### config.mk
export PLATFORM = sky130hd
export DESIGN_NAME = bram_heap_sift_up
export DESIGN_NICKNAME = d
export VERILOG_FILES = /design/src/rtl/bram_heap_sift_up_pkg.sv /design/src/rtl/bram_heap_sift_up_ram.sv /design/src/rtl/bram_heap_sift_up.sv
export SDC_FILE = /design/constraint.sdc
export NUM_CORES = 1
export LEC_CHECK = 0
export BUFFER_PORTS_ARGS = -buffer_cell sky130_fd_sc_hd__buf_2
export CAP_MARGIN = 20
export CORE_UTILIZATION = 35
export CTS_CLUSTER_DIAMETER = 30
export DETAILED_ROUTE_END_ITERATION = 8
export GPL_TIMING_DRIVEN = 0
export PLACE_DENSITY = 0.62
export SETUP_SLACK_MARGIN = 0.3
export SLEW_MARGIN = 20
export SYNTH_ARGS = -nofsm -noshare
export SYNTH_HDL_FRONTEND = slang
export SYNTH_SLANG_ARGS = --single-unit
### constraint.sdc
create_clock -name CLK -period 7.1 [get_ports CLK]
set_clock_uncertainty 0.1 [all_clocks]
set_input_delay 0.355 -clock CLK [delete_from_list [all_inputs] [get_ports CLK]]
set_output_delay 0.355 -clock CLK [all_outputs]
set_load 0.005 [all_outputs]
### src/rtl/bram_heap_sift_up_pkg.sv
// Shared heap package: tree geometry helpers and the sift-up controller states.
package bram_heap_sift_up_pkg;

  // Sift-up controller states
  //   state       | meaning
  //   IDLE        | ready for an insert; o_ready high
  //   WRITE_LEAF  | new value written at the next free leaf
  //   READ_PARENT | parent address presented to the BRAM
  //   WAIT        | BRAM read latency
  //   COMPARE     | new value vs parent; swap or finish
  //   DONE        | o_done pulse, back to IDLE
  typedef enum logic [2:0] {
    IDLE,
    WRITE_LEAF,
    READ_PARENT,
    WAIT,
    COMPARE,
    DONE
  } heap_state_e;

  // Number of nodes in the smallest complete binary tree holding qsize entries.
  function automatic int unsigned heap_nodes_needed(input int unsigned qsize);
    return (32'd1 << $clog2(qsize + 1)) - 32'd1;
  endfunction

  // Parent of node n in the flat array layout; the root maps onto itself.
  function automatic int unsigned heap_parent(input int unsigned n);
    return (n == 0) ? 32'd0 : (n - 32'd1) / 32'd2;
  endfunction

endpackage

### src/rtl/bram_heap_sift_up_ram.sv
// True-dual-port read-first BRAM: both ports share one clock; a port reads the
// old contents of its address in the same cycle it writes.
module rams_tdp_rf_rf #(
  parameter int WIDTH  = 16,
  parameter int DEPTH  = 7,
  parameter int ADDR_W = (DEPTH > 1) ? $clog2(DEPTH) : 1
) (
  input  logic              clk,
  input  logic              ena,
  input  logic              wea,
  input  logic [ADDR_W-1:0] addra,
  input  logic [WIDTH-1:0]  dia,
  output logic [WIDTH-1:0]  doa,
  input  logic              enb,
  input  logic              web,
  input  logic [ADDR_W-1:0] addrb,
  input  logic [WIDTH-1:0]  dib,
  output logic [WIDTH-1:0]  dob
);

  logic [WIDTH-1:0] mem [DEPTH];

  // Both ports: registered read-first output, optional write
  always_ff @(posedge clk) begin
    if (ena) begin
      doa <= mem[addra];
      if (wea) mem[addra] <= dia;
    end
    if (enb) begin
      dob <= mem[addrb];
      if (web) mem[addrb] <= dib;
    end
  end

endmodule

### src/rtl/bram_heap_sift_up.sv
// Max-heap insert engine: appends a value at the first free leaf and sifts it
// up through a dual-port BRAM, one parent compare every three cycles.
module bram_heap_sift_up
  import bram_heap_sift_up_pkg::*;
#(
  parameter int QUEUE_SIZE = 7,
  parameter int DATA_WIDTH = 16
) (
  input  logic                            CLK,
  input  logic                            RST,
  input  logic                            i_wrt,
  input  logic [DATA_WIDTH-1:0]           i_data,
  output logic                            o_ready,
  output logic                            o_done,
  output logic                            o_overflow,
  output logic                            o_full,
  output logic                            o_empty,
  output logic [$clog2(QUEUE_SIZE+1)-1:0] o_size,
  output logic [DATA_WIDTH-1:0]           o_top
);

  localparam int SW           = $clog2(QUEUE_SIZE + 1);
  localparam int NODES_NEEDED = int'(heap_nodes_needed(QUEUE_SIZE));

  heap_state_e           state_q, state_d;
  logic [SW-1:0]         size_q, size_d;
  logic [SW-1:0]         cur_idx_q, cur_idx_d;
  logic [DATA_WIDTH-1:0] cur_val_q, cur_val_d;
  logic [DATA_WIDTH-1:0] top_q, top_d;
  logic                  overflow_q, overflow_d;

  logic [SW-1:0]         parent_idx;
  logic                  full, accept, reject, swap;

  logic                  en_a, we_a, en_b, we_b;
  logic [SW-1:0]         addr_a, addr_b;
  logic [DATA_WIDTH-1:0] din_a, din_b, parent_val, ram_doa_unused;

  assign parent_idx = SW'(heap_parent(32'(cur_idx_q)));
  assign full       = (size_q == SW'(QUEUE_SIZE));
  assign accept     = (state_q == IDLE) && i_wrt && !full;
  assign reject     = (state_q == IDLE) && i_wrt && full;
  // Equal values stay put, so the compare is strict.
  assign swap       = (state_q == COMPARE) && (cur_val_q > parent_val);

  // State register
  always_ff @(posedge CLK or posedge RST) begin
    if (RST) state_q <= IDLE;
    else     state_q <= state_d;
  end

  // Next-state logic
  always_comb begin
    state_d = state_q;
    case (state_q)
      IDLE:        if (accept) state_d = WRITE_LEAF;
      WRITE_LEAF:  state_d = (cur_idx_q == '0) ? DONE : READ_PARENT;
      READ_PARENT: state_d = WAIT;
      WAIT:        state_d = COMPARE;
      COMPARE: begin
        if (swap) state_d = (parent_idx == '0) ? DONE : READ_PARENT;
        else      state_d = DONE;
      end
      DONE:        state_d = IDLE;
      default:     state_d = IDLE;
    endcase
  end

  // Outputs and BRAM port controls; port A owns cur_idx, port B owns its parent
  always_comb begin
    o_ready = (state_q == IDLE);
    o_done  = (state_q == DONE);
    en_a    = 1'b0;
    we_a    = 1'b0;
    en_b    = 1'b0;
    we_b    = 1'b0;
    addr_a  = cur_idx_q;
    addr_b  = parent_idx;
    din_a   = cur_val_q;
    din_b   = cur_val_q;
    case (state_q)
      WRITE_LEAF: begin
        en_a = 1'b1;
        we_a = 1'b1;
      end
      READ_PARENT: en_b = 1'b1;
      COMPARE: begin
        if (swap) begin
          en_a  = 1'b1;
          we_a  = 1'b1;
          din_a = parent_val;
          en_b  = 1'b1;
          we_b  = 1'b1;
        end
      end
      default: ;
    endcase
  end

  // Datapath next values: size, travelling index/value, root mirror, overflow pulse
  always_comb begin
    size_d     = size_q;
    cur_idx_d  = cur_idx_q;
    cur_val_d  = cur_val_q;
    top_d      = top_q;
    overflow_d = reject;
    if (accept) begin
      size_d    = size_q + SW'(1);
      cur_idx_d = size_q;
      cur_val_d = i_data;
    end
    if (swap) cur_idx_d = parent_idx;
    if ((state_q == WRITE_LEAF) && (cur_idx_q == '0)) top_d = cur_val_q;
    if (swap && (parent_idx == '0)) top_d = cur_val_q;
  end

  // Datapath registers
  always_ff @(posedge CLK or posedge RST) begin
    if (RST) begin
      size_q     <= '0;
      cur_idx_q  <= '0;
      cur_val_q  <= '0;
      top_q      <= '0;
      overflow_q <= 1'b0;
    end else begin
      size_q     <= size_d;
      cur_idx_q  <= cur_idx_d;
      cur_val_q  <= cur_val_d;
      top_q      <= top_d;
      overflow_q <= overflow_d;
    end
  end

  assign o_overflow = overflow_q;
  assign o_full     = full;
  assign o_empty    = (size_q == '0);
  assign o_size     = size_q;
  assign o_top      = top_q;

  rams_tdp_rf_rf #(
    .WIDTH (DATA_WIDTH),
    .DEPTH (NODES_NEEDED),
    .ADDR_W(SW)
  ) u_ram (
    .clk  (CLK),
    .ena  (en_a),
    .wea  (we_a),
    .addra(addr_a),
    .dia  (din_a),
    .doa  (ram_doa_unused),
    .enb  (en_b),
    .web  (we_b),
    .addrb(addr_b),
    .dib  (din_b),
    .dob  (parent_val)
  );

endmodule

==> run summary, run 1 <==
STATUS
---------------------------------------------------------------------------------
Status .............................................................    completed

CRITICAL PATH
---------------------------------------------------------------------------------
Critical Path Fanout Max ...........................................           10
CP Launch Point .................................................... cur_val_q[12]
Largest stage delay, worst path ....................................      0.54 ns
Critical Path Source Type ..........................................         flop
Endpoint arrival time on the critical path .........................      3.54 ns
Worst reg2reg startpoint ........................................... cur_val_q[12]
Crit-path cells .................................................... ha_1, nand4_1, nor3_1, a21boi_1, o31ai_4, nor2_2, buf_4, mux2_2
R2R setup slack ....................................................      3.63 ns
Slowest-stage cell, CP ............................................. sky130_fd_sc_hd__dfrtp_1
Depth of the worst register-to-register path .......................            8
Type of the worst setup path .......................................      reg2reg
Endpoint of the most critical register-to-register path ............ u_ram.mem[2][10]
Number of buffers and inverters on the critical path ...............            1
Data required time of the critical path ............................      7.16 ns
CP Capture Type ....................................................         flop
Termination of the worst setup path ................................ u_ram.mem[2][10]
Family with the most delay on the worst path ....................... simple AND/OR/NAND/NOR gates
Number of logic stages on the critical path including buffering ....            8

CLOCK NETWORK
---------------------------------------------------------------------------------
CTS max path bufs ..................................................            2
Clock sink total ...................................................          122
Setup Buffers After CTS ............................................            0
Clock Pin Slew Worst Setup and Hold Paths ..........................      0.05 ns
TritonCTS Buffers ..................................................           17
Insertion delay to the later sink of the worst-skew pair ...........      0.42 ns
Clock H-tree levels ................................................            4
CTS tree ...........................................................          yes
Root buf cell ...................................................... sky130_fd_sc_hd__clkbuf_16

FLOORPLANNING
---------------------------------------------------------------------------------
# rows .............................................................           50
Die width ..........................................................     139.8 um
Overall die area ................................................... 0.01953 sq mm
Core ar. ........................................................... 0.01864 sq mm
Starting density of the core .......................................       0.3563
Die boundary height ................................................     139.8 um
Boundary Pins ......................................................           43

YOSYS
---------------------------------------------------------------------------------
Top cells by count, synth .......................................... sky130_fd_sc_hd__edfxtp_1 (80), sky130_fd_sc_hd__nand2_1 (74), sky130_fd_sc_hd__a21oi_1 (62), sky130_fd_sc_hd__mux2_2 (56), sky130_fd_sc_hd__dfrtp_1 (42)
Number of unique standard cell types used by synthesis .............           50
Library cell occupying the most area in the post-synthesis netlist . sky130_fd_sc_hd__edfxtp_1
Synthesized instance count .........................................          589
Number of warning messages in the yosys log ........................            0
Synth Cell Area .................................................... 0.006643 sq mm
Most common cell in the synthesized netlist ........................ sky130_fd_sc_hd__edfxtp_1
EDFF count, synth ..................................................           80
Sequential fraction of the synthesis area ..........................       0.5199
Area contributors post-synth ....................................... sky130_fd_sc_hd__edfxtp_1 (36%), sky130_fd_sc_hd__dfrtp_1 (16%), sky130_fd_sc_hd__mux2_2 (9.5%)
Syn nets ...........................................................          627
Post-synthesis area per instance ...................................  11.28 sq um
Synth top area share ...............................................       0.3617
Prevailing post-synth register cell ................................ sky130_fd_sc_hd__edfxtp_1
Asr flop ratio synth ...............................................       0.3443
Synth Register Bits ................................................          122

FINISH
---------------------------------------------------------------------------------
Number of fillers in the final layout ..............................        1,760
Syn-to-layout area delta ...........................................       16.80%
Final design area excluding fillers ................................ 0.007759 sq mm
Fin nets ...........................................................          694
Ratio of cells with drive above 1 in the final layout ..............       0.2369
Final antenna diode count ..........................................            0

PWR
---------------------------------------------------------------------------------
Power share of the combinational group .............................        0.413
Power density relative to cell area ................................ 467.5 mW/mm^2
Share of total power consumed by net switching .....................       0.3906
Sw Pwr .............................................................     1.417 mW
Static leakage .....................................................     3.102 nW
Clock Power Share ..................................................        0.212
IR Drop Worst-Case VDD .............................................     243.7 uV
Power Internal .....................................................     2.210 mW
Flop pwr share .....................................................        0.375
PnR Total Power ....................................................     3.628 mW

STA
---------------------------------------------------------------------------------
Post-route clock period utilization ................................       0.4893
Fmax ...............................................................    287.8 MHz
Hold violation total from the final report .........................            0
Count of final max-slew check failures .............................            0
Number of failing setup endpoints in the final timing report .......            0
Setup repair after global routing missed its margin ................        false
Slew at the pin closest to its max-slew limit ......................    0.8432 ns
Max-slew headroom at the worst pin .................................       0.4378
Final-layout setup total negative slack ............................         0 ns
Final critical delay including setup and external delays ...........     3.474 ns

GLOBAL ROUTING
---------------------------------------------------------------------------------
Maximum number of pins on one net before global-route repair .......           27
GRT Residual Overflow ..............................................            0
All-layer global routing usage .....................................       0.1961
Vias in the first global route .....................................        5,100
Antenna violations before repair ...................................            0
Global-route wire length before repair .............................     28.64 mm

PLACED DESIGN
---------------------------------------------------------------------------------
Count of buffers inserted at the top-level ports ...................           42
Post-DP HPWL .......................................................     12.57 mm
Final weighted congestion in routability-driven placement ..........       0.9136
Placed Instance Area ............................................... 0.007229 sq mm

MIN PATH
---------------------------------------------------------------------------------
Worst Hold Class ...................................................       in2reg

JOB
---------------------------------------------------------------------------------
Maximum Capacitance Violations .....................................            0

ROUTE
---------------------------------------------------------------------------------
Detail Route Antenna Nets ..........................................            0
Drt drc ............................................................            0
Via density per instance ...........................................        5.678
Final wirelength ...................................................     18.30 mm
Drt pass-1 iters ...................................................            5
Average wire length per cell after detail routing ..................     20.31 um
Drt first-iter violations ..........................................          508
Vias ...............................................................        5,116

[worst min-delay path: stages]
cell	delay (ns)
sky130_fd_sc_hd__buf_2	0.07
sky130_fd_sc_hd__nand2_1	0.04
sky130_fd_sc_hd__nand2_1	0.04
[layout by cell type, fill, tap and decap left out, types with 3 or more instances in the layout]
cell and instances:
sky130_fd_sc_hd__o21ai_0 5, sky130_fd_sc_hd__ha_1 19, sky130_fd_sc_hd__clkinv_2 3, sky130_fd_sc_hd__o32ai_1 17
sky130_fd_sc_hd__nand2b_1 12, sky130_fd_sc_hd__mux2_2 56, sky130_fd_sc_hd__a21oi_1 61, sky130_fd_sc_hd__edfxtp_1 80
sky130_fd_sc_hd__nand2_1 74, sky130_fd_sc_hd__o22ai_1 10, sky130_fd_sc_hd__inv_1 22, sky130_fd_sc_hd__nor3_1 21
sky130_fd_sc_hd__nor2b_1 19, sky130_fd_sc_hd__buf_2 49, sky130_fd_sc_hd__buf_4 5, sky130_fd_sc_hd__nand4_1 3
sky130_fd_sc_hd__dfrtp_1 42, sky130_fd_sc_hd__o221ai_1 9, sky130_fd_sc_hd__nand3_1 4, sky130_fd_sc_hd__nor2_1 8
sky130_fd_sc_hd__clkbuf_1 38, sky130_fd_sc_hd__clkbuf_16 18, sky130_fd_sc_hd__a211o_1 9, sky130_fd_sc_hd__mux2_4 9
sky130_fd_sc_hd__a211oi_1 17, sky130_fd_sc_hd__mux2i_1 17, sky130_fd_sc_hd__buf_1 3
[state kept, by name, summed over array words and instances, names as in the netlist]
register and cells:
u_ram.dob 16, o_size 3, addr_a 3, state_q 3, cur_val_q 16, u_ram.mem 64, o_overflow 1, o_top 16
[final cells by class]
cell class	count	area, sq um	area share
Inverter	23	86.33	0.01113
Tap cell	234	292.8	0.03774
Buffer	46	216.5	0.02790
Clock inverter	3	15.01	0.001935
Clock buffer	27	504.2	0.06499
Multi-Input combinational cell	398	2905	0.3745
Timing Repair Buffer	48	285.3	0.03677
Sequential cell	122	3453	0.4451
[how the worst min path moves through the flow]
stage                from            end  slack [ns]  cells after the start
3_5_place_dp          RST      o_top[11]        0.26                      2
4_1_cts         i_data[8]   cur_val_q[8]        0.02                      3
6_report        i_data[6]   cur_val_q[6]        0.03                      3
2_1_floorplan  i_data[10]  cur_val_q[10]        0.36                      2
3_3_place_gp    o_top[10]      o_top[10]        0.39                      1
5_1_grt         i_data[1]   cur_val_q[1]        0.03                      3
[cell families after synthesis]
group                    Yosys count  synth area share
buffers and inverters             69           0.04558
AND/OR/NAND/NOR                  152            0.1096
flip-flops                       122            0.5199
multiplexers                      82            0.1409
AO/OA/AOI/OAI                    144            0.1469
adder cells (fa/ha/maj)           19           0.03579
XOR/XNOR                           1          0.001319
[power groups by stage]
stage	logic (mW)	clock network (mW)	registers [mW]
2_1_floorplan	1.05	0	1.27
3_3_place_gp	1.40	0	1.35
3_5_place_dp	1.47	0	1.36
4_1_cts	1.48	0.781	1.35
5_1_grt	1.64	0.812	1.39
6_report	1.50	0.769	1.36
[per-layer routing]
| layer | track usage | vias to the layer above | wire (um) |
|---|---|---|---|
| met1 | 0.2592 | 2495 | 8125 |
| met5 | 0 | - | 0 |
| met4 | 0.09080 | 0 | 466 |
| met3 | 0.03613 | 40 | 1133 |
| li1 | - | 2332 | - |
| met2 | 0.3116 | 249 | 8573 |
[per-stage QoR]
| stage | utilization | setup slack (ns) | std cells | hold WS, ns |
|---|---|---|---|---|
| global route | 0.4162 | 3.432 | 901 | 0.03287 |
| finish | 0.4162 | 3.626 | 901 | 0.02914 |
| global placement | 0.3833 | 2.025 | 865 | 0.3884 |
| floorplan | - | 3.591 | 589 | 0.3604 |
| CTS | 0.4162 | 3.574 | 901 | 0.01693 |
| detailed placement | 0.3878 | 3.597 | 870 | 0.2618 |
[timing repair]
item,4_1_cts,5_1_grt
gates resized for setup,0,0
hold buffers,1,0
endpoints found under the hold margin,16,0
(Power assumes the default switching activity.)
==> run 2: changes to the inputs <==
--- a/config.mk
+++ b/config.mk
@@ -11,7 +11,7 @@
 export CTS_CLUSTER_DIAMETER = 30
 export DETAILED_ROUTE_END_ITERATION = 8
 export GPL_TIMING_DRIVEN = 0
-export PLACE_DENSITY = 0.62
+export PLACE_DENSITY = 0.64
 export SETUP_SLACK_MARGIN = 0.3
 export SLEW_MARGIN = 20
 export SYNTH_ARGS = -nofsm -noshare
==> constraint.sdc (replaced) <==
create_clock -name CLK -period 3.1 [get_ports CLK]
set_clock_uncertainty 0.1 [all_clocks]
set_input_delay 0.155 -clock CLK [delete_from_list [all_inputs] [get_ports CLK]]
set_output_delay 0.155 -clock CLK [all_outputs]
set_load 0.005 [all_outputs]
==> run summary, run 2 (synthesis results as in run 1) <==
FINISH
-------------------------------------------------------------------------------------
Final antenna diode count ..............................................            0
Syn-to-layout area delta ...............................................       34.68%
Number of fillers in the final layout ..................................        1,668
Final design area excluding fillers .................................... 0.008946 sq mm
Number of flip-flops in the largest register ...........................           64
Fin nets ...............................................................          768
End-of-flow core utilization ...........................................       0.4799
Most frequent cells in the layout ...................................... sky130_fd_sc_hd__edfxtp_1 (80), sky130_fd_sc_hd__nand2_1 (74), sky130_fd_sc_hd__a21oi_1 (59), sky130_fd_sc_hd__buf_2 (48), sky130_fd_sc_hd__mux2_2 (42)
Most frequent standard cell in the layout excluding fill and tap cells . sky130_fd_sc_hd__edfxtp_1
Ratio of cells with drive above 1 in the final layout ..................       0.3419
Reg with most FFs ......................................................    u_ram.mem

STA
-------------------------------------------------------------------------------------
Number of failing setup endpoints in the final timing report ...........            0
Fmax ...................................................................    335.1 MHz
Setup repair after global routing missed its margin ....................         true
Final critical delay including setup and external delays ...............     2.984 ns
Slew at the pin closest to its max-slew limit ..........................    0.8352 ns
Final hold slack .......................................................   0.09900 ns
Final critical-path setup slack ........................................    0.1160 ns
Post-route clock period utilization ....................................       0.9626
Hold violation total from the final report .............................            0
Max-slew headroom at the worst pin .....................................       0.4432
Count of final max-slew check failures .................................            0

GLOBAL ROUTING
-------------------------------------------------------------------------------------
Vias in the first global route .........................................        5,692
All-layer global routing usage .........................................       0.2156
Antenna violations before repair .......................................            0
GRT Residual Overflow ..................................................            0
Maximum number of pins on one net before global-route repair ...........           34
GRT met1 Usage .........................................................       0.2556
Layer with the highest usage ...........................................         met2
Met2 Track Usage GR ....................................................       0.3618
Global routing met3 resource utilization ...............................      0.04955
Global-route wire length before repair .................................     31.33 mm

FLOORPLANNING
-------------------------------------------------------------------------------------
Overall die area ....................................................... 0.01953 sq mm
Die boundary height ....................................................     139.8 um
Boundary Pins ..........................................................           43
Core ar. ............................................................... 0.01864 sq mm
# rows .................................................................           50
Starting density of the core ...........................................       0.3563
Die width ..............................................................     139.8 um

PWR
-------------------------------------------------------------------------------------
PnR Total Power ........................................................     9.432 mW
Static leakage .........................................................     3.638 nW
Flop pwr share .........................................................        0.323
Power share of the combinational group .................................        0.470
Power Internal .........................................................     5.815 mW
Sw Pwr .................................................................     3.617 mW
Power density relative to cell area .................................... 1054 mW/mm^2
Clock Power Share ......................................................        0.207
Share of total power consumed by net switching .........................       0.3835
IR Drop Worst-Case VDD .................................................     572.8 uV

CRITICAL PATH
-------------------------------------------------------------------------------------
Data required time of the critical path ................................      3.17 ns
Critical Path Fanout Max ...............................................            5
Critical Path Source Type ..............................................         flop
Endpoint arrival time on the critical path .............................      3.06 ns
CP Capture Type ........................................................         flop
Type of the worst setup path ...........................................      reg2reg

CLOCK NETWORK
-------------------------------------------------------------------------------------
TritonCTS Buffers ......................................................           17
CTS tree ...............................................................          yes
CTS max path bufs ......................................................            2
Root buf cell .......................................................... sky130_fd_sc_hd__clkbuf_16
Clock sink total .......................................................          122
Insertion delay to the later sink of the worst-skew pair ...............      0.42 ns
Clock H-tree levels ....................................................            4
Clock Pin Slew Worst Setup and Hold Paths ..............................      0.06 ns

ROUTE
-------------------------------------------------------------------------------------
Drt pass-1 iters .......................................................            6
Vias ...................................................................        5,561
Drt first-iter violations ..............................................          638
Average wire length per cell after detail routing ......................     21.32 um
Final wirelength .......................................................     20.83 mm
Detail Route Antenna Nets ..............................................            0
Via density per instance ...............................................        5.692
Drt drc ................................................................            0

PLACED DESIGN
-------------------------------------------------------------------------------------
Final weighted congestion in routability-driven placement ..............       0.9110
Count of buffers inserted at the top-level ports .......................           42
Pre-CTS setup slack ....................................................   -0.2744 ns
Placed Instance Area ................................................... 0.007316 sq mm
Post-DP HPWL ...........................................................     12.82 mm

JOB
-------------------------------------------------------------------------------------
Maximum Capacitance Violations .........................................            0

STATUS
-------------------------------------------------------------------------------------
Status .................................................................    completed

MIN PATH
-------------------------------------------------------------------------------------
Worst Hold Class .......................................................     in2async

[run 2: cell count changes in the layout (fill, tap and decap cells not counted), sizes merged]
cell and change:
bufinv +3, clkinvlp +1, clkbuf -6, buf +55, dlygate4sd3 +17, inv -1, clkinv +7
[run 2: layout make-up]
type | instances | area [sq um] | share of cell area
plain buffers | 46 | 275.3 | 0.03077
clock buffers | 19 | 432.9 | 0.04839
clock inverters | 13 | 132.6 | 0.01483
inverters | 23 | 90.09 | 0.01007
multi-input cells | 398 | 3126 | 0.3494
flip-flops and latches | 122 | 3468 | 0.3877
well taps | 234 | 292.8 | 0.03273
repair buffers | 122 | 1129 | 0.1262
[run 2: worst paths after layout]
path	start	end	cells past startpoint	slack, ns
setup / recovery	u_ram.dob[7]	u_ram.mem[2][7]	12	0.12
min in group CLK	i_data[10]	cur_val_q[10]	4	0.36
max in group asynchronous	RST	cur_val_q[13]	4	2.34
hold reg to reg	o_top[12]	o_top[12]	1	0.40
hold / removal	RST	cur_val_q[2]	3	0.1
setup reg to reg	u_ram.dob[7]	u_ram.mem[2][7]	12	0.12
[run 2: worst max-delay path: stages, from the launching register on]
cell	delay, ns
sky130_fd_sc_hd__edfxtp_1	0.50
sky130_fd_sc_hd__inv_2	0.12
sky130_fd_sc_hd__ha_4	0.21
sky130_fd_sc_hd__a41oi_2	0.18
sky130_fd_sc_hd__o21ai_2	0.09
sky130_fd_sc_hd__a221o_1	0.38
sky130_fd_sc_hd__buf_4	0.15
sky130_fd_sc_hd__o31ai_4	0.18
sky130_fd_sc_hd__buf_6	0.16
sky130_fd_sc_hd__buf_12	0.10
sky130_fd_sc_hd__nor2_4	0.06
sky130_fd_sc_hd__clkbuf_16	0.23
sky130_fd_sc_hd__mux2_2	0.27
[run 2: what timing repair did]
action                     4_1_cts  5_1_grt
setup buffers                   38       14
cloned                           2        3
pin swaps                       14       21
resized for setup               34       47
hold endpoints to repair        59        0
hold buffers                    18        0
setup endpoints to repair      163      163
[run 2: power by group through the flow]
stage                     clock [mW]  combinational [mW]  sequential, mW
after global placement             0                3.28            3.14
final                           1.95                4.43            3.05
after global routing            2.02                4.78            3.11
after floorplan                    0                2.46            2.91
after detailed placement           0                3.45            3.16
after CTS                       1.96                4.04            3.03
[run 2: metrics by stage]
| stage | TNS [ns] | cells |
|---|---|---|
| finish | 0 | 977 |
| floorplan | 0 | 589 |
| global placement | -47.98 | 865 |
| CTS | 0 | 960 |
| detailed placement | -9.766 | 870 |
| global route | 0 | 977 |
[run 2: routing by layer]
layer / wire length (um) / vias up
li1: - / 2485
met1: 8199 / 2710
met2: 10280 / 302
met3: 1633 / 64
met4: 712 / 0
met5: 0 / -
==> run 3: changes to the inputs <==
--- a/config.mk
+++ b/config.mk
@@ -5,6 +5,7 @@
 export SDC_FILE = /design/constraint.sdc
 export NUM_CORES = 1
 export LEC_CHECK = 0
+export ABC_AREA = 1
 export BUFFER_PORTS_ARGS = -buffer_cell sky130_fd_sc_hd__buf_2
 export CAP_MARGIN = 20
 export CORE_UTILIZATION = 35
@@ -12,7 +13,7 @@
 export DETAILED_ROUTE_END_ITERATION = 8
 export GPL_TIMING_DRIVEN = 0
 export PLACE_DENSITY = 0.64
-export SETUP_SLACK_MARGIN = 0.3
+export SETUP_SLACK_MARGIN = 0.05
 export SLEW_MARGIN = 20
 export SYNTH_ARGS = -nofsm -noshare
 export SYNTH_HDL_FRONTEND = slang
==> run summary, run 3 <==
YOSYS
------------------------------------------------------------------------------------------
Share of synthesized cell area in full adder, half adder and majority cells .      0.03795
Asr flop ratio synth ........................................................       0.3443
Syn nets ....................................................................          733
Most common cell in the synthesized netlist ................................. sky130_fd_sc_hd__nand2_1
EDFF count, synth ...........................................................           80
Top cells by count, synth ................................................... sky130_fd_sc_hd__nand2_1 (275), sky130_fd_sc_hd__edfxtp_1 (80), sky130_fd_sc_hd__nand3_1 (80), sky130_fd_sc_hd__inv_1 (55), sky130_fd_sc_hd__dfrtp_1 (42)
Number of unique standard cell types used by synthesis ......................           30
Post-synthesis area per instance ............................................  9.012 sq um
Synth Register Bits .........................................................          122
Main combinational cell family by area after synthesis ...................... simple AND/OR/NAND/NOR gates
Sequential fraction of the synthesis area ...................................       0.5513
Xor and xnor area share after synthesis .....................................     0.001398
Number of warning messages in the yosys log .................................            0
Synthesized instance count ..................................................          695
Library cell occupying the most area in the post-synthesis netlist .......... sky130_fd_sc_hd__edfxtp_1
Synth Area in Compound Gates ................................................      0.04495
Multiplexer share of the synthesized area ...................................            0
Synth Cell Area ............................................................. 0.006264 sq mm
Area contributors post-synth ................................................ sky130_fd_sc_hd__edfxtp_1 (38%), sky130_fd_sc_hd__dfrtp_1 (17%), sky130_fd_sc_hd__nand2_1 (16%)
Post-Synth Simple-Gate Area .................................................       0.2994
Synth top area share ........................................................       0.3835
Prevailing post-synth register cell ......................................... sky130_fd_sc_hd__edfxtp_1

CLOCK NETWORK
------------------------------------------------------------------------------------------
CTS max path bufs ...........................................................            2
Root buf cell ............................................................... sky130_fd_sc_hd__clkbuf_16
Clock Pin Slew Worst Setup and Hold Paths ...................................      0.06 ns
Setup Buffers After CTS .....................................................            0
CTS tree ....................................................................          yes
Clock H-tree levels .........................................................            4
Insertion delay to the later sink of the worst-skew pair ....................      0.42 ns
TritonCTS Buffers ...........................................................           17
Clock sink total ............................................................          122

FLOORPLANNING
------------------------------------------------------------------------------------------
Boundary Pins ...............................................................           43
Die boundary height .........................................................     135.8 um
Starting density of the core ................................................       0.3609
Core ar. .................................................................... 0.01736 sq mm
Die width ...................................................................     135.8 um
# rows ......................................................................           48
Overall die area ............................................................ 0.01843 sq mm

GLOBAL ROUTING
------------------------------------------------------------------------------------------
Vias in the first global route ..............................................        4,849
Maximum number of pins on one net before global-route repair ................           29
GRT Residual Overflow .......................................................            0
Antenna violations before repair ............................................            0
All-layer global routing usage ..............................................       0.1939
Global-route wire length before repair ......................................     26.43 mm

CRITICAL PATH
------------------------------------------------------------------------------------------
Family with the most delay on the worst path ................................ simple AND/OR/NAND/NOR gates
Data required time of the critical path .....................................      3.12 ns
CP Capture Type .............................................................         flop
Largest stage delay, worst path .............................................      0.48 ns
R2R setup slack .............................................................      0.23 ns
Slowest-stage cell, CP ...................................................... sky130_fd_sc_hd__dfrtp_1
Endpoint arrival time on the critical path ..................................      2.89 ns
Crit-path cells ............................................................. ha_1, nand4_1, nor2_1, nand2_1, nand2_2, buf_6, nand3_4, buf_2, o21ai_4, buf_8
Critical Path Source Type ...................................................         flop
Number of buffers and inverters on the critical path ........................            3
Critical Path Fanout Max ....................................................           11
Type of the worst setup path ................................................      reg2reg

STA
------------------------------------------------------------------------------------------
Max-slew headroom at the worst pin ..........................................       0.5961
Post-route clock period utilization .........................................       0.9253
Slew at the pin closest to its max-slew limit ...............................    0.6059 ns
Fmax ........................................................................    348.6 MHz
Final critical-path setup slack .............................................    0.2315 ns
Hold violation total from the final report ..................................            0
Setup repair after global routing missed its margin .........................        false
Final critical delay including setup and external delays ....................     2.869 ns
Number of failing setup endpoints in the final timing report ................            0
Count of final max-slew check failures ......................................            0

ROUTE
------------------------------------------------------------------------------------------
Drt drc .....................................................................            0
Drt first-iter violations ...................................................          370
Average wire length per cell after detail routing ...........................     16.24 um
Vias ........................................................................        5,044
Drt pass-1 iters ............................................................            7
Via density per instance ....................................................        4.974
Detail Route Antenna Nets ...................................................            0
Final wirelength ............................................................     16.46 mm

FINISH
------------------------------------------------------------------------------------------
Number of flip-flops in the largest register ................................           64
Reg with most FFs ...........................................................    u_ram.mem
Fin nets ....................................................................          814
Final design area excluding fillers ......................................... 0.007594 sq mm
Syn-to-layout area delta ....................................................       21.23%
Most frequent standard cell in the layout excluding fill and tap cells ...... sky130_fd_sc_hd__nand2_1
Ratio of cells with drive above 1 in the final layout .......................       0.1496
Area taken by flip-flops and latches ........................................ 0.003453 sq mm
Final antenna diode count ...................................................            0
Footprint of the multi-input gates .......................................... 0.002432 sq mm
Most frequent cells in the layout ........................................... sky130_fd_sc_hd__nand2_1 (272), sky130_fd_sc_hd__nand3_1 (80), sky130_fd_sc_hd__edfxtp_1 (80), sky130_fd_sc_hd__inv_1 (54), sky130_fd_sc_hd__buf_2 (49)
Number of fillers in the final layout .......................................        1,624

PWR
------------------------------------------------------------------------------------------
Static leakage ..............................................................     3.411 nW
Power density relative to cell area ......................................... 1048 mW/mm^2
Share of total power consumed by net switching ..............................       0.3927
IR Drop Worst-Case VDD ......................................................     496.1 uV
Power Internal ..............................................................     4.832 mW
Power share of the combinational group ......................................        0.380
Clock Power Share ...........................................................        0.255
Sw Pwr ......................................................................     3.125 mW
Flop pwr share ..............................................................        0.366

PLACED DESIGN
------------------------------------------------------------------------------------------
Final weighted congestion in routability-driven placement ...................       0.8143
Pre-CTS setup slack .........................................................   -0.1287 ns
Placed Instance Area ........................................................ 0.006794 sq mm
Count of buffers inserted at the top-level ports ............................           42
Post-DP HPWL ................................................................     11.13 mm

MIN PATH
------------------------------------------------------------------------------------------
Worst Hold Class ............................................................     in2async

STATUS
------------------------------------------------------------------------------------------
Status ......................................................................    completed

JOB
------------------------------------------------------------------------------------------
Maximum Capacitance Violations ..............................................            0

==> run 3: cell types whose count changed in the layout (fill, tap and decap cells not counted), moves of 34 or more <==
cell and delta:
sky130_fd_sc_hd__mux2_2 -42, sky130_fd_sc_hd__a21oi_1 -51, sky130_fd_sc_hd__inv_1 +38, sky130_fd_sc_hd__o21ai_0 +34
sky130_fd_sc_hd__nand2_1 +198, sky130_fd_sc_hd__nand3_1 +76
==> run 3: worst register-to-register path, stage by stage (launching register included) <==
cell	delay [ns]
sky130_fd_sc_hd__dfrtp_1	0.48
sky130_fd_sc_hd__ha_1	0.37
sky130_fd_sc_hd__nand4_1	0.10
sky130_fd_sc_hd__nor2_1	0.27
sky130_fd_sc_hd__nand2_1	0.11
sky130_fd_sc_hd__nand2_2	0.13
sky130_fd_sc_hd__buf_6	0.19
sky130_fd_sc_hd__nand3_4	0.16
sky130_fd_sc_hd__buf_2	0.27
sky130_fd_sc_hd__o21ai_4	0.18
sky130_fd_sc_hd__buf_8	0.21
==> run 3: worst paths after layout <==
kind / cells after the start / from / end
min in group CLK: 4 / i_data[6] / cur_val_q[6]
max: 10 / cur_val_q[15] / u_ram.mem[1][7]
max reg2reg: 10 / cur_val_q[15] / u_ram.mem[1][7]
min reg2reg: 2 / o_top[6] / o_top[6]
min: 3 / RST / cur_val_q[0]
max in group asynchronous: 4 / RST / cur_val_q[11]
==> run 3: cell families after synthesis <==
family / after synthesis
AOI/OAI and AO/OA: 52
DFF: 122
and+or+nand+nor: 409
xor gates and xnor gates: 1
buffers and inverters: 92
adders and majority gates: 19
==> run 3: power by group through the flow <==
stage               registers, mW  clock network (mW)  logic [mW]
global placement             2.93                   0        2.92
detailed placement           2.93                   0        2.97
CTS                          2.90                2.04        3.01
global route                 2.97                2.11        3.44
finish                       2.91                2.03        3.02
floorplan                    2.81                   0        2.12
==> run 3: per-layer routing <==
metal  track usage  routed length (um)
met1        0.2680                7381
met2        0.3044                7736
met3       0.03180                1007
met4       0.07179                 339
met5             0                   0
==> run 3: what timing repair did <==
| item | CTS | global route |
|---|---|---|
| gates resized for setup | 2 | 4 |
| hold endpoints to repair | 59 | 0 |
| endpoints found under the setup margin | 32 | 59 |
| hold buffers | 18 | 0 |
| pin swaps | 0 | 0 |
==> run 3: through the flow <==
step / setup TNS (ns) / total power [mW] / hold WS, ns / cells / utilization
6_report: 0 / 7.957 / 0.1487 / 1014 / 0.4375
5_1_grt: 0 / 8.508 / 0.1855 / 1014 / 0.4375
4_1_cts: 0 / 7.950 / 0.1531 / 1014 / 0.4363
3_5_place_dp: -4.023 / 5.897 / 0.03881 / 964 / 0.3914
3_3_place_gp: -15.28 / 5.844 / 0.2649 / 962 / 0.3892
2_1_floorplan: 0 / 4.931 / 0.1760 / 695 / -
==> run 3: cell type report <==
class / instances / share of cell area
buffer: 26 / 0.02093
tap: 225 / 0.03707
sequential: 122 / 0.4548
multi-input combinational: 481 / 0.3203
timing repair buffer: 62 / 0.05602
clock buffer: 22 / 0.05849
inverter: 66 / 0.03262
clock inverter: 10 / 0.01977
